File: src/rtl/lsu.sv
// Load/store unit: single-outstanding data-bus access with lane steering,
// load extraction, alignment checking and a request timeout.
module lsu #(
  parameter int XLEN    = 32,
  parameter int TIMEOUT = 16
) (
  input  logic            clk,
  input  logic            rst_n,
  input  logic            valid,
  input  logic [XLEN-1:0] result,
  input  logic [XLEN-1:0] reg_out,
  input  logic            mm_we,
  input  logic            passthrough,
  input  logic [2:0]      funct3,
  output logic            stall,
  output logic [XLEN-1:0] rd_data,
  output logic            dbus_req,
  output logic            dbus_we,
  output logic [XLEN-1:0] dbus_addr,
  output logic [XLEN-1:0] dbus_wdata,
  output logic [3:0]      dbus_be,
  input  logic [XLEN-1:0] dbus_rdata,
  input  logic            dbus_ack,
  output logic            fault
);

  localparam int CW = $clog2(TIMEOUT + 1);
  localparam logic [CW-1:0] C_LAST = CW'(TIMEOUT - 1);

  typedef enum logic [0:0] {S_IDLE = 1'b0, S_REQ = 1'b1} state_t;

  state_t          r_state;
  logic [CW-1:0]   r_cnt;
  logic [2:0]      r_f3;
  logic [1:0]      r_off;
  logic [XLEN-1:0] r_rd_data;
  logic            r_req;
  logic            r_we;
  logic [XLEN-1:0] r_addr;
  logic [XLEN-1:0] r_wdata;
  logic [3:0]      r_be;
  logic            r_fault;
  logic            w_mem;
  logic            w_ok;

  // Legal encoding and natural alignment for the requested access size.
  function automatic logic f_ok(input logic [2:0] f3, input logic we, input logic [1:0] off);
    logic ok;
    ok = 1'b0;
    case (f3)
      3'b000, 3'b100: ok = !(we && f3[2]);
      3'b001, 3'b101: ok = !(we && f3[2]) && !off[0];
      3'b010:         ok = (off == 2'b00);
      default:        ok = 1'b0;
    endcase
    return ok;
  endfunction

  function automatic logic [3:0] f_be(input logic [2:0] f3, input logic [1:0] off);
    logic [3:0] be;
    case (f3[1:0])
      2'b00:   be = 4'b0001 << off;
      2'b01:   be = off[1] ? 4'b1100 : 4'b0011;
      default: be = 4'b1111;
    endcase
    return be;
  endfunction

  function automatic logic [31:0] f_wdata(input logic [2:0] f3, input logic [31:0] d);
    logic [31:0] w;
    case (f3[1:0])
      2'b00:   w = {4{d[7:0]}};
      2'b01:   w = {2{d[15:0]}};
      default: w = d;
    endcase
    return w;
  endfunction

  function automatic logic [31:0] f_extract(input logic [2:0] f3, input logic [1:0] off,
                                            input logic [31:0] rd);
    logic [7:0]  b;
    logic [15:0] h;
    logic [31:0] v;
    case (off)
      2'b00:   b = rd[7:0];
      2'b01:   b = rd[15:8];
      2'b10:   b = rd[23:16];
      default: b = rd[31:24];
    endcase
    h = off[1] ? rd[31:16] : rd[15:0];
    case (f3)
      3'b000:  v = {{24{b[7]}}, b};
      3'b100:  v = {24'h000000, b};
      3'b001:  v = {{16{h[15]}}, h};
      3'b101:  v = {16'h0000, h};
      default: v = rd;
    endcase
    return v;
  endfunction

  assign w_mem = valid && !passthrough;
  assign w_ok  = f_ok(funct3, mm_we, result[1:0]);

  // Hold the execute stage while an access is being accepted or is waiting for ack.
  always_comb begin
    stall = 1'b0;
    if (!rst_n) begin
      stall = 1'b0;
    end else if (r_state == S_REQ) begin
      stall = !dbus_ack;
    end else begin
      stall = w_mem && w_ok;
    end
  end

  // Access sequencing, bus output registers and write-back data.
  always_ff @(posedge clk or negedge rst_n) begin
    if (!rst_n) begin
      r_state   <= S_IDLE;
      r_cnt     <= '0;
      r_f3      <= 3'b000;
      r_off     <= 2'b00;
      r_rd_data <= '0;
      r_req     <= 1'b0;
      r_we      <= 1'b0;
      r_addr    <= '0;
      r_wdata   <= '0;
      r_be      <= 4'b0000;
      r_fault   <= 1'b0;
    end else begin
      r_fault <= 1'b0;
      case (r_state)
        S_IDLE: begin
          if (valid) begin
            if (passthrough) begin
              r_rd_data <= result;
            end else if (w_ok) begin
              r_state <= S_REQ;
              r_cnt   <= '0;
              r_req   <= 1'b1;
              r_we    <= mm_we;
              r_addr  <= {result[XLEN-1:2], 2'b00};
              r_be    <= f_be(funct3, result[1:0]);
              r_wdata <= mm_we ? f_wdata(funct3, reg_out) : '0;
              r_f3    <= funct3;
              r_off   <= result[1:0];
            end else begin
              r_fault   <= 1'b1;
              r_rd_data <= '0;
            end
          end
        end
        S_REQ: begin
          // Ack takes priority over the timeout expiring in the same cycle.
          if (dbus_ack) begin
            r_state <= S_IDLE;
            r_req   <= 1'b0;
            r_we    <= 1'b0;
            if (!r_we) begin
              r_rd_data <= f_extract(r_f3, r_off, dbus_rdata);
            end
          end else if (r_cnt == C_LAST) begin
            r_state   <= S_IDLE;
            r_cnt     <= r_cnt + 1'b1;
            r_req     <= 1'b0;
            r_we      <= 1'b0;
            r_fault   <= 1'b1;
            r_rd_data <= '0;
          end else begin
            r_cnt <= r_cnt + 1'b1;
          end
        end
        default: begin
          r_state <= S_IDLE;
          r_req   <= 1'b0;
          r_we    <= 1'b0;
        end
      endcase
    end
  end

  assign rd_data    = r_rd_data;
  assign dbus_req   = r_req;
  assign dbus_we    = r_we;
  assign dbus_addr  = r_addr;
  assign dbus_wdata = r_wdata;
  assign dbus_be    = r_be;
  assign fault      = r_fault;

endmodule

File: config.mk
export PLATFORM = sky130hd
export DESIGN_NAME = lsu
export DESIGN_NICKNAME = d
export VERILOG_FILES = /design/src/rtl/lsu.sv
export SDC_FILE = /design/constraint.sdc
export NUM_CORES = 1
export LEC_CHECK = 0
export CAP_MARGIN = 15
export CORE_ASPECT_RATIO = 1.5
export CORE_MARGIN = 3
export CORE_UTILIZATION = 49
export CTS_CLUSTER_DIAMETER = 200
export DETAILED_ROUTE_END_ITERATION = 7
export PLACE_DENSITY = 0.87
export SETUP_SLACK_MARGIN = 0.1
export SKIP_LAST_GASP = 1
export SLEW_MARGIN = 0
export SYNTH_ARGS = -nofsm -noshare
export SYNTH_HDL_FRONTEND = slang
export SYNTH_SLANG_ARGS = --single-unit
File: constraint.sdc
create_clock -name clk -period 5.32 [get_ports clk]
set_clock_uncertainty 0.2 [all_clocks]
set_input_delay 1.064 -clock clk [delete_from_list [all_inputs] [get_ports clk]]
set_output_delay 1.064 -clock clk [all_outputs]
set_load 0.01 [all_outputs]
# Word level (Yosys, flattened, before mapping)
# Cells that the tools add are included.
# op_classes
n_eq_ne	18
n_addsub	1
bitwise	2
n_reduce_logical	19
n_shift	1
mux	44
# op_table
cell	count
$mux W32	7
$pmux W32 S2	2
$pmux W32 S4	1
$pmux W8 S3	1
$mux W1	20
$mux W5	4
$mux W16	1
$reduce_and A4 Y1	4
$eq A3 B3 Y1 const B	4
$pmux W5 S2	1
$ne A2 B2 Y1 const B	4
$pmux W1 S2	4
$pmux W4 S2	1
$eq A3 B1 Y1 const B	2
$logic_not A2 Y1	3
$logic_not A3 Y1	2
$ne A3 B3 Y1 const B	2
$add A5 B1 Y5 const B	1
$eq A5 B4 Y1 const B	1
$eq A2 B1 Y1 const B	2
$logic_and A1 B1 Y1	4
$logic_not A1 Y1	4
$mux W4	1
$reduce_or A2 Y1	2
other kinds (6)	7
# word_totals
output_inout_bits	104
input_bits	105
regBits	112
wordCells	96

# Longest topological paths before layout
# Gate-level depths: netlist of the first run.
# depth
ltp_word	8
depth_mapped	9
depth_no_buf	7

# Least setup slack after synthesis of the first run
# Ideal clock, no wire load.
# synth_path
kind	input to output
start	in mm_we
end	out stall
arrival_ns	2.223
slack_ns	1.833
n_path_buf	2
path_stages	5
t_required_ns	4.056
cell_sequence	buf_2 -> a221oi_4 -> o21ai_2 -> clkbuf_1 -> a21boi_0
# synth_between
elab_chain_cells	7
# synth_rtl
item	line_no	rtl
from (decl)	12	input logic mm_we,
$logic_and A1 B1 Y1 *	51, 52	
$logic_not A1 Y1 *	51, 52	
$logic_and A1 B1 Y1	52	3'b001, 3'b101: ok = !(we && f3[2]) && !off[0];
$pmux W1 S3 *	50	case (f3)
$logic_and A1 B1 Y1 *	112	stall = w_mem && w_ok;
$mux W1 *	109	end else if (r_state == S_REQ) begin
$mux W1 *	107	if (!rst_n) begin
to (decl)	15	output logic stall,
# Every way passes the cells marked *; elsewhere a longest branch is shown, timed or not.

# Worst setup path in the final report of the first run
# layout_path
start	in result[0]
end	out stall
# layout_between
elab_chain_cells	6
elab_cells_between_ends	7
cone_classes	3 x mux; 4 x reduce/logical
# layout_rtl
item	line_no	rtl
from (decl)	10	input logic [XLEN-1:0] result,
$logic_not A1 Y1	52	
$logic_and A1 B1 Y1	52	
$pmux W1 S3 *	50	
$logic_and A1 B1 Y1 *	112	
$mux W1 *	109	
$mux W1 *	107	
# Marked as above.

==> metrics.md, run 1 <==
| Metric | Value |
|---|---|
| Run status | `finished clean` |
| Max Transition Viols Final | `0` |
| Layout fillers | `822` |
| Worst-Skew Late Latency | `0.35 ns` |
| Final-layout setup total negative slack | `0 ns` |
| Adder-cell area share of the yosys netlist | `0.432%` |
| Count of standard-cell rows | `48` |
| Core region area | `0.0115 mm2` |
| Half-perimeter wire length after detailed placement | `13600 um` |
| Count of non-filler cells in the finished layout | `886` |
| Horizontal extent of the die | `94.8 um` |
| Dominant combinational cell family by area after synthesis | `compound AO/OA/AOI/OAI gates` |
| Worst-Margin Slew | `1.23 ns` |
| Setup-violating endpoint count in the final report | `0` |
| TritonCTS clock tree | `yes` |
| CTS buffer count | `9` |
| Count of flip-flops with a built-in enable after synthesis | `0` |
| Critical path capture point type | `output port` |
| DR vias/cell | `5.91` |
| Post-synthesis register bit count | `112` |
| Die extent in y | `139 um` |
| Sinks on the clock net | `112` |
| Detailed Route Iter0 Violations | `271` |
| Final critical path time including I/O delays and setup | `4.42 ns` |
| Average wire per cell in the routed design | `20.4 um` |
| Area occupied by registers | `0.00280 mm2` |
| Area of combinational cells with multiple inputs | `0.00271 mm2` |
| Overflow left after global routing | `0` |
| Share of the clock period used by the worst path | `83.1%` |
| Critical path data arrival time | `3.16 ns` |
| Final Util | `71.7%` |
| Boundary Pins | `209` |
| Register clock-pin slew on the reported worst setup and hold paths | `0.07 ns` |
| Number of antenna repair diodes | `0` |
| Ratio of total power to cell area | `345 mW/mm2` |
| Reg2reg setup slack | `2.33 ns` |
| Via count | `5236` |
| Starting Density | `50.3%` |
| Avg Cell Area, Syn | `10.5 um2` |
| Total die area | `0.0132 mm2` |
| Net count of the finished layout | `839` |
| Clk Tree Root Cell | `sky130_fd_sc_hd__clkbuf_16` |
| RSZ-0062 raised after global routing | `no` |
| GRT Resource Usage Total | `27.2%` |
| Ratio of cells with drive above 1 in the final layout | `10.3%` |
| Buffers added on ports | `206` |
| Worst-case clock buffer depth | `2` |
| Max-slew headroom at the worst pin | `17.7%` |
| Kind of critical path | `in2out` |
| Kind of start point of the critical path | `input pin` |
| Antenna viol nets, final | `0` |
| Dpl cells | `869` |
| Routed WL | `18100 um` |
| Most instantiated flip-flop cell in the synthesis netlist | `sky130_fd_sc_hd__dfrtp_1` |
| Drc violations | `0` |
| Number of global-route vias before repair | `5240` |
| Number of warnings reported in the yosys synthesis log | `0` |
| Fraction of synthesis flops using an asynchronous set or reset pin | `100%` |
| Part of the Yosys area used for sequential elements | `48.3%` |
| Max-cap violations | `0` |
| End of the critical path | `stall` |
| Post-synthesis share of cell area spent on and, or, nand and nor gates | `9.80%` |
| Gp weighted congestion | `0.853` |
| Cell count after synthesis | `552` |
| Post-CTS Setup Inserts | `0` |
| Upper clock frequency limit | `226 MHz` |
| P_leak | `0.00343 uW` |
| Largest driver fanout on the critical path | `6` |
| Multiplexer area fraction after synthesis | `14.2%` |
| CTS H-tree depth | `3` |
| Worst hold path type | `reg2reg` |
| Netlist area before placement | `0.00580 mm2` |
| Global-route wire length before repair | `27800 um` |
| Worst r2r dst | `rd_data[21]` |
| FF-to-FF path depth | `7` |
| Count of cells resized by post-cts repair | `0` |
| Detailed-router iteration count before antenna repair | `5` |
| Fraction of synthesized cell area in xor and xnor cells | `0.302%` |
| Data required time of the worst path | `4.06 ns` |
| Synthesized-area fraction occupied by ao, oa, aoi and oai cells | `21.6%` |
| Worst Setup SP | `result[0]` |
| Pin count of the biggest net entering global routing | `118` |
| Initial antenna violation count | `0` |
| P&R area growth vs syn | `42.6%` |
| Reg2reg start | `r_cnt[0]` |
| Maximum resistive drop on vdd | `200 uV` |
| Total count of hold-check failures in the final report | `0` |
| Hold-fix buffers at CTS | `0` |
| Cell variety after synth | `43` |
-- worst max-delay path, stage by stage --
cell and delay (ns):
sky130_fd_sc_hd__clkdlybuf4s50_1 0.59, sky130_fd_sc_hd__a221oi_4 0.49, sky130_fd_sc_hd__o21ai_4 0.10, sky130_fd_sc_hd__a21boi_0 0.31, sky130_fd_sc_hd__clkdlybuf4s50_1 0.60
-- sequential cells by signal, indices dropped and copies added (netlist names) --
name and cells:
dbus_addr 30, dbus_be 4, dbus_req 1, dbus_wdata 32, dbus_we 1, fault 1
r_cnt 5, r_f3 3, r_off 2, r_state 1, rd_data 32
-- cells in the mapped netlist (all sizes together) (2+ instances only) --
cell	instances	area share, %
a211oi	2	0.43
a2bb2oi	14	2.1
a21oi	6	0.52
nand3	4	0.35
buf	20	1.9
xnor2	2	0.30
o31ai	16	2.1
clkbuf	29	1.9
and2	4	0.43
a22oi	18	2.3
inv	21	1.4
or2	2	0.22
o221ai	24	3.9
mux2i	42	7.3
nor2b	18	1.9
o21ai	44	3.9
a2111oi	8	1.2
o22a	8	1.2
dfrtp	112	48
nand2b	5	0.54
nor2	4	0.26
nand2	76	4.9
ha	2	0.43
mux2	34	6.6
o22ai	9	1.1
o211ai	16	2.1
-- cell families after synthesis --
group	Yosys count
AOI/OAI and AO/OA	168
and+or+nand+nor	119
DFF	112
muxes	77
buffers and inverters	71
adders and majority gates	2
xor gates and xnor gates	2
other	1
-- layout make-up --
class | instances | share of cell area [%]
clock inverter | 5 | 0.787
sequential | 112 | 33.9
tap | 150 | 2.27
multi-input combinational | 370 | 32.8
clock buffer | 10 | 2.89
timing repair buffer | 217 | 26.4
inverter | 22 | 0.999
-- report_power, final --
part | switching, uW | total, uW | internal (uW)
registers | 147 | 1170 | 1020
logic | 434 | 985 | 551
clock network | 317 | 698 | 381
total | 898 | 2850 | 1950
-- cells in the final DEF (no fill, tap or decap), types with 3 or more instances in the layout --
cell type,instances
sky130_fd_sc_hd__clkdlybuf4s50_1,205
sky130_fd_sc_hd__dfrtp_1,112
sky130_fd_sc_hd__nand2_1,76
sky130_fd_sc_hd__o21ai_0,42
sky130_fd_sc_hd__mux2i_1,42
sky130_fd_sc_hd__mux2_2,34
sky130_fd_sc_hd__inv_1,21
sky130_fd_sc_hd__o221ai_1,21
sky130_fd_sc_hd__a22oi_1,18
sky130_fd_sc_hd__nor2b_1,17
sky130_fd_sc_hd__o211ai_1,16
sky130_fd_sc_hd__o31ai_1,16
sky130_fd_sc_hd__a2bb2oi_1,14
sky130_fd_sc_hd__buf_4,10
sky130_fd_sc_hd__clkbuf_16,9
sky130_fd_sc_hd__o22ai_1,8
sky130_fd_sc_hd__a2111oi_0,8
sky130_fd_sc_hd__o22a_1,8
sky130_fd_sc_hd__a21oi_1,6
sky130_fd_sc_hd__nand2b_1,5
sky130_fd_sc_hd__nor2_1,4
sky130_fd_sc_hd__and2_1,4
sky130_fd_sc_hd__nand3_1,4
sky130_fd_sc_hd__o221ai_2,3
-- per-layer routing --
| layer | global-route usage (%) | routed length [um] | up-vias |
|---|---|---|---|
| li1 | - | - | 2385 |
| met1 | 30.7 | 6520 | 2544 |
| met2 | 48.0 | 9500 | 254 |
| met3 | 5.90 | 1280 | 53 |
| met4 | 12.5 | 791 | 0 |
| met5 | 0 | 0 | - |
-- how the worst min path moves through the flow --
stage / end / startpoint / depth (start not counted) / slack (ns)
after floorplan: r_cnt[4] / r_cnt[4] / 2 / 0.27
after global placement: dbus_wdata[10] / dbus_wdata[10] / 2 / 0.26
after detailed placement: dbus_wdata[2] / dbus_wdata[2] / 2 / 0.27
after CTS: dbus_wdata[2] / dbus_wdata[2] / 2 / 0.29
after global routing: dbus_wdata[14] / dbus_wdata[14] / 2 / 0.31
final: dbus_wdata[2] / dbus_wdata[2] / 2 / 0.29
-- metrics by stage --
step / instance area, um2 / setup slack, ns / power, uW / hold WS [ns]
2_1_floorplan: 5800 / 1.83 / 1610 / 0.269
3_3_place_gp: 7910 / 0.958 / 2120 / 0.259
3_5_place_dp: 7910 / 0.890 / 2160 / 0.273
4_1_cts: 8210 / 0.887 / 2850 / 0.289
5_1_grt: 8270 / 0.836 / 2980 / 0.307
6_report: 8270 / 0.899 / 2850 / 0.287
(Power assumes the default switching activity.)
==> inputs of run 2 (changes only) <==
Settings changed: CORE_UTILIZATION 49 to 45, PLACE_DENSITY 0.87 to 0.8.
Clock period 5.32 ns to 4.45 ns, I/O delays scaled along.
==> run 2 against run 1 <==
Compared with the run above: power up 20%; global-route usage down 1.8 points; cell count up 1.2%; first-iteration DRC count up 7.0%; largest power group unchanged; clock-buffer cell count down 1; non-clock buffer count up 3; cell area up 0.45%; sequential cell count unchanged; sequential power up 19%; critical path depth unchanged.
==> metrics.md, run 2 (synthesis results as in run 1) <==
| Metric | Value |
|---|---|
| Run status | `finished clean` |
| Total count of hold-check failures in the final report | `0 (unchanged)` |
| Met3 track demand over resource in global routing | `6.01% (+0.12 points)` |
| Share of the clock period used by the worst path | `89.9%` |
| Initial antenna violation count | `1 (+1)` |
| RSZ-0062 raised after global routing | `no` |
| Sinks on the clock net | `112 (unchanged)` |
| Register clock-pin slew on the reported worst setup and hold paths | `0.08 ns (about the same)` |
| Gp weighted congestion | `0.875 (+2.5%)` |
| Largest driver fanout on the critical path | `3 (-3)` |
| Sequential cell fraction of total power | `40.6% (-0.4 points)` |
| Global routing usage on met1 | `29.6% (-1.1 points)` |
| Net count of the finished layout | `842 (+0.36%)` |
| Worst hold path type | `reg2reg` |
| Power share of the clock group | `25.1% (+0.6 points)` |
| Pin count of the biggest net entering global routing | `118 (unchanged)` |
| Horizontal extent of the die | `98.7 um (+4.1%)` |
| Global-route layer with the greatest usage | `met2` |
| Routed WL | `18100 um (-0.13%)` |
| Setup WS post-layout | `0.451 ns (-0.448 ns)` |
| Drc violations | `0 (unchanged)` |
| P&R area growth vs syn | `43.3%` |
| Area after detailed placement | `0.00794 mm2 (+0.38%)` |
| Ratio of total power to cell area | `413 mW/mm2 (+20%)` |
| CTS buffer count | `9 (unchanged)` |
| Ratio of cells with drive above 1 in the final layout | `10.8% (+0.48 points)` |
| Average wire per cell in the routed design | `20.1 um (-1.4%)` |
| Via count | `5158 (-1.5%)` |
| Switching portion of total power | `32.0% (+0.50 points)` |
| Worst r2r dst | `rd_data[16]` |
| Layout fillers | `990 (+20%)` |
| Max-cap violations | `0 (unchanged)` |
| Kind of critical path | `in2out` |
| Setup-violating endpoint count in the final report | `0 (unchanged)` |
| Most repeated library cell on the critical path | `sky130_fd_sc_hd__clkdlybuf4s50_1` |
| Worst hold path cell count | `2 (unchanged)` |
| Power Internal | `2330 uW (+19%)` |
| Final Util | `66.4% (-5.3 points)` |
| Count of cells resized by post-cts repair | `0 (unchanged)` |
| Number of global-route vias before repair | `5231 (-0.17%)` |
| Clk Tree Root Cell | `sky130_fd_sc_hd__clkbuf_16` |
| Max Transition Viols Final | `0 (unchanged)` |
| Critical path data arrival time | `2.91 ns (-0.25 ns)` |
| Data required time of the worst path | `3.36 ns (-0.70 ns)` |
| Reg2reg setup slack | `1.49 ns (-0.84 ns)` |
| Overflow left after global routing | `0 (unchanged)` |
| Startpoint of the worst hold path | `dbus_wdata[15]` |
| Worst Hold Path EP | `dbus_wdata[15]` |
| Max-slew headroom at the worst pin | `24.1% (+6.3 points)` |
| DR vias/cell | `5.75 (-2.7%)` |
| Maximum resistive drop on vdd | `230 uV (+15%)` |
| TritonCTS clock tree | `yes` |
| Count of standard-cell rows | `50 (+4.2%)` |
| Antenna viol nets, final | `0 (unchanged)` |
| Die extent in y | `145 um (+4.2%)` |
| Global-route wire length before repair | `28800 um (+3.9%)` |
| Post-CTS Setup Inserts | `0 (unchanged)` |
| Most common cell after layout, fill and taps aside | `sky130_fd_sc_hd__clkdlybuf4s50_1` |
| GRT Resource Usage Total | `25.4% (-1.8 points)` |
| Detailed Route Iter0 Violations | `290 (+7.0%)` |
| Boundary Pins | `209 (unchanged)` |
| Final critical path time including I/O delays and setup | `4.00 ns` |
| Cell chain of the critical path | `clkdlybuf4s50_1 > a221oi_4 > o21ai_4 > a21boi_0 > clkdlybuf4s50_1` |
| Proportion of power drawn by combinational gates | `34.3% (-0.2 points)` |
| Kind of start point of the critical path | `input pin` |
| Met2 capacity usage during global routing | `44.4% (-3.5 points)` |
| Starting Density | `46.3% (-3.9 points)` |
| Detailed-router iteration count before antenna repair | `4 (-1)` |
| Reg2reg start | `r_cnt[0]` |
| Total die area | `0.0143 mm2 (+8.4%)` |
| FF-to-FF path depth | `7 (unchanged)` |
| Final-layout setup total negative slack | `0 ns (unchanged)` |
| Worst-Skew Late Latency | `0.35 ns (about the same)` |
| Power dissipated by switching net loads | `1100 uW (+22%)` |
| Buffers added on ports | `206 (unchanged)` |
| Pre-CTS setup slack | `0.468 ns (-0.422 ns)` |
| Worst-Margin Slew | `1.14 ns (-0.0951 ns)` |
| Top library cells by usage in the layout, fill and taps aside | `sky130_fd_sc_hd__clkdlybuf4s50_1, sky130_fd_sc_hd__dfrtp_1, sky130_fd_sc_hd__nand2_1` |
| Core region area | `0.0125 mm2 (+8.5%)` |
| Worst-case clock buffer depth | `2 (unchanged)` |
| Critical path capture point type | `output port` |
| Crit path largest cell delay | `0.60 ns (about the same)` |
| Slowest stage cell, crit path | `sky130_fd_sc_hd__clkdlybuf4s50_1` |
| P_leak | `0.00346 uW (+0.74%)` |
| Fin area | `0.00831 mm2 (+0.45%)` |
| CTS H-tree depth | `3 (unchanged)` |
| Upper clock frequency limit | `250 MHz` |
| Hold-fix buffers at CTS | `0 (unchanged)` |
| Half-perimeter wire length after detailed placement | `13500 um (-0.34%)` |
[run 2: cell count changes in the layout (fill, tap and decap cells not counted), sizes merged]
cell,change
diode,+1
clkinv,+2
inv,+2
clkbuf,-1
clkinvlp,-2
buf,+3
[run 2: area by class of cell]
| cell class | instances | area (um2) | area share [%] |
|---|---|---|---|
| inverters | 22 | 82.6 | 0.994 |
| well taps | 156 | 195 | 2.35 |
| multi-input cells | 370 | 2710 | 32.6 |
| repair buffers | 220 | 2200 | 26.5 |
| diodes | 1 | 2.50 | 0.0301 |
| flip-flops and latches | 112 | 2800 | 33.7 |
| clock inverters | 7 | 83.8 | 1.01 |
| clock buffers | 9 | 225 | 2.71 |
[run 2: worst max path at each step]
stage / start / end / slack, ns / cells after the start
4_1_cts: result[0] / stall / 0.43 / 5
5_1_grt: result[0] / stall / 0.41 / 5
6_report: result[0] / stall / 0.45 / 5
3_5_place_dp: result[0] / stall / 0.47 / 5
2_1_floorplan: mm_we / stall / 1.31 / 5
3_3_place_gp: result[0] / stall / 0.43 / 5
[run 2: power groups by stage]
stage | registers (uW) | clock network, uW | logic, uW
finish | 1390 | 860 | 1180
global route | 1420 | 911 | 1270
CTS | 1390 | 867 | 1180
detailed placement | 1410 | 0 | 1170
global placement | 1390 | 0 | 1150
floorplan | 1440 | 0 | 488
[run 2: metrics by stage]
step           hold WS [ns]  instances  total power [uW]
2_1_floorplan         0.269        553              1930
3_3_place_gp          0.261        878              2540
3_5_place_dp          0.265        878              2580
4_1_cts               0.283        894              3440
5_1_grt               0.304        897              3600
6_report              0.281        897              3430
[run 2: critical path, delay by kind of cell]
| kind | cells | cell delay, ns |
|---|---|---|
| buf+inv | 2 | 1.16 |
| compound gates | 3 | 0.86 |
[run 2: layer usage]
metal | part of all wire (%) | vias up
met4 | 3.2 | 0
met1 | 37 | 2514
met5 | 0 | -
met3 | 6.6 | 39
met2 | 53 | 210
li1 | - | 2395
==> inputs of run 3 (changes only) <==
Settings changed: CAP_MARGIN 15 to unset.
==> run 3 against run 2 <==
Compared with the run above: worst hold slack is essentially flat; die area stayed put; clock-buffer cell count stayed put; cell count shrank 0.22%; fmax about the same; sequential power about the same; critical path type unchanged.
==> metrics.md, run 3 (synthesis results as in run 1) <==
| Metric | Value |
|---|---|
| Run status | `finished clean` |
| Switching portion of total power | `32.0% (about the same)` |
| Power share of the clock group | `25.1% (about the same)` |
| Worst r2r dst | `rd_data[16]` |
| Global-route wire length before repair | `28800 um (unchanged)` |
| Top library cells by usage in the layout, fill and taps aside | `sky130_fd_sc_hd__clkdlybuf4s50_1, sky130_fd_sc_hd__dfrtp_1, sky130_fd_sc_hd__nand2_1` |
| FF-to-FF path depth | `7 (unchanged)` |
| Antenna viol nets, final | `0 (unchanged)` |
| Total count of hold-check failures in the final report | `0 (unchanged)` |
| Net count of the finished layout | `840 (-0.24%)` |
| Boundary Pins | `209 (unchanged)` |
| Detailed Route Iter0 Violations | `261 (-10%)` |
| Critical path capture point type | `output port` |
| Number of global-route vias before repair | `5231 (unchanged)` |
| Kind of start point of the critical path | `input pin` |
| GRT Resource Usage Total | `25.4% (unchanged)` |
| Power Internal | `2330 uW (-0.32%)` |
| Post-CTS Setup Inserts | `0 (unchanged)` |
| Hold-fix buffers at CTS | `0 (unchanged)` |
| Power dissipated by switching net loads | `1090 uW (-0.39%)` |
| Routed WL | `18000 um (-0.43%)` |
| Buffers added on ports | `206 (unchanged)` |
| Ratio of total power to cell area | `415 mW/mm2 (+0.33%)` |
| Detailed-router iteration count before antenna repair | `5 (+1)` |
| Kind of critical path | `in2out` |
| Pin count of the biggest net entering global routing | `118 (unchanged)` |
| Worst hold path type | `reg2reg` |
| Largest driver fanout on the critical path | `3 (unchanged)` |
| Worst-Margin Slew | `1.19 ns (+0.0475 ns)` |
| Maximum resistive drop on vdd | `229 uV (-0.37%)` |
| Proportion of power drawn by combinational gates | `34.2% (about the same)` |
| CTS buffer count | `9 (unchanged)` |
| Data required time of the worst path | `3.36 ns (about the same)` |
| Final critical path time including I/O delays and setup | `4.00 ns (+0.00380 ns)` |
| Setup-violating endpoint count in the final report | `0 (unchanged)` |
| Count of standard-cell rows | `50 (unchanged)` |
| Reg2reg start | `r_cnt[0]` |
| Upper clock frequency limit | `250 MHz (about the same)` |
| Horizontal extent of the die | `98.7 um (unchanged)` |
| Half-perimeter wire length after detailed placement | `13500 um (unchanged)` |
| Worst hold path cell count | `2 (unchanged)` |
| Average wire per cell in the routed design | `20.1 um (-0.20%)` |
| Max-cap violations | `0 (unchanged)` |
| Sequential cell fraction of total power | `40.7% (about the same)` |
| Critical path data arrival time | `2.91 ns (about the same)` |
| Die extent in y | `145 um (unchanged)` |
| Overflow left after global routing | `0 (unchanged)` |
| P&R area growth vs syn | `42.3%` |
| DR vias/cell | `5.74 (-0.20%)` |
| Share of the clock period used by the worst path | `90.0% (about the same)` |
| Reg2reg setup slack | `1.30 ns (-0.19 ns)` |
| Ratio of cells with drive above 1 in the final layout | `10.6% (-0.24 points)` |
| Gp weighted congestion | `0.875 (unchanged)` |
| Worst Hold Path EP | `dbus_wdata[15]` |
| Starting Density | `46.3% (unchanged)` |
| Max Transition Viols Final | `0 (unchanged)` |
| CTS H-tree depth | `3 (unchanged)` |
| Startpoint of the worst hold path | `dbus_wdata[15]` |
| Clk Tree Root Cell | `sky130_fd_sc_hd__clkbuf_16` |
| Worst-case clock buffer depth | `2 (unchanged)` |
| Via count | `5136 (-0.43%)` |
| Worst-Skew Late Latency | `0.35 ns (about the same)` |
| Final-layout setup total negative slack | `0 ns (unchanged)` |
| Most common cell after layout, fill and taps aside | `sky130_fd_sc_hd__clkdlybuf4s50_1` |
| P_leak | `0.00343 uW (-0.76%)` |
| RSZ-0062 raised after global routing | `no` |
| Sinks on the clock net | `112 (unchanged)` |
| Count of cells resized by post-cts repair | `0 (unchanged)` |
| Drc violations | `0 (unchanged)` |
| Initial antenna violation count | `1 (unchanged)` |
| Register clock-pin slew on the reported worst setup and hold paths | `0.08 ns (about the same)` |
| Final Power | `3420 uW (-0.34%)` |
| TritonCTS clock tree | `yes` |
| Core region area | `0.0125 mm2 (unchanged)` |
| Max-slew headroom at the worst pin | `20.9% (-3.2 points)` |
| Total die area | `0.0143 mm2 (unchanged)` |
[run 3: changes by cell type in the layout (fill, tap and decap cells not counted)]
| cell | before | now |
|---|---|---|
| sky130_fd_sc_hd__buf_16 | 2 | 0 |
[run 3: power by group through the flow]
stage | Sequential, uW | Combinational, uW | Clock [uW]
final | 1390 | 1170 | 859
after global routing | 1420 | 1260 | 911
after CTS | 1390 | 1180 | 867
after detailed placement | 1410 | 1170 | 0
after global placement | 1390 | 1150 | 0
after floorplan | 1440 | 488 | 0
[run 3: worst max-delay path by stage]
stage,from,endpoint,cells after the start
after floorplan,mm_we,stall,5
after global placement,result[0],stall,5
after detailed placement,result[0],stall,5
after CTS,result[0],stall,5
after global routing,result[0],stall,5
final,result[0],stall,5
[run 3: stage by stage]
stage | hold slack [ns] | setup WS, ns | util [%] | cell area (um2) | cells
after floorplan | 0.269 | 1.31 | - | 5800 | 553
after global placement | 0.261 | 0.430 | 63.4 | 7940 | 878
after detailed placement | 0.265 | 0.468 | 63.4 | 7940 | 878
after CTS | 0.283 | 0.426 | 65.9 | 8250 | 894
after global routing | 0.304 | 0.408 | 65.9 | 8250 | 895
final | 0.280 | 0.447 | 65.9 | 8250 | 895
[run 3: per-layer routing]
layer / vias to the layer above / share of wire, % / GRT usage, %
li1: 2384 / - / -
met1: 2493 / 37 / 29.6
met2: 216 / 53 / 44.4
met3: 43 / 6.4 / 6.01
met4: 0 / 3.6 / 9.98
met5: - / 0 / 0
[run 3: cell type report]
cell class                 count  area, um2
antenna                        1       2.50
clock buffer                   9        225
clock inverter                 7       83.8
fill                         996       4260
inverter                      22       82.6
multi-input combinational    370       2710
sequential                   112       2800
tap                          156        195
timing repair buffer         218       2150
[run 3: critical path: stages]
cell	delay, ns
sky130_fd_sc_hd__clkdlybuf4s50_1	0.56
sky130_fd_sc_hd__a221oi_4	0.49
sky130_fd_sc_hd__o21ai_4	0.10
sky130_fd_sc_hd__a21boi_0	0.27
sky130_fd_sc_hd__clkdlybuf4s50_1	0.60
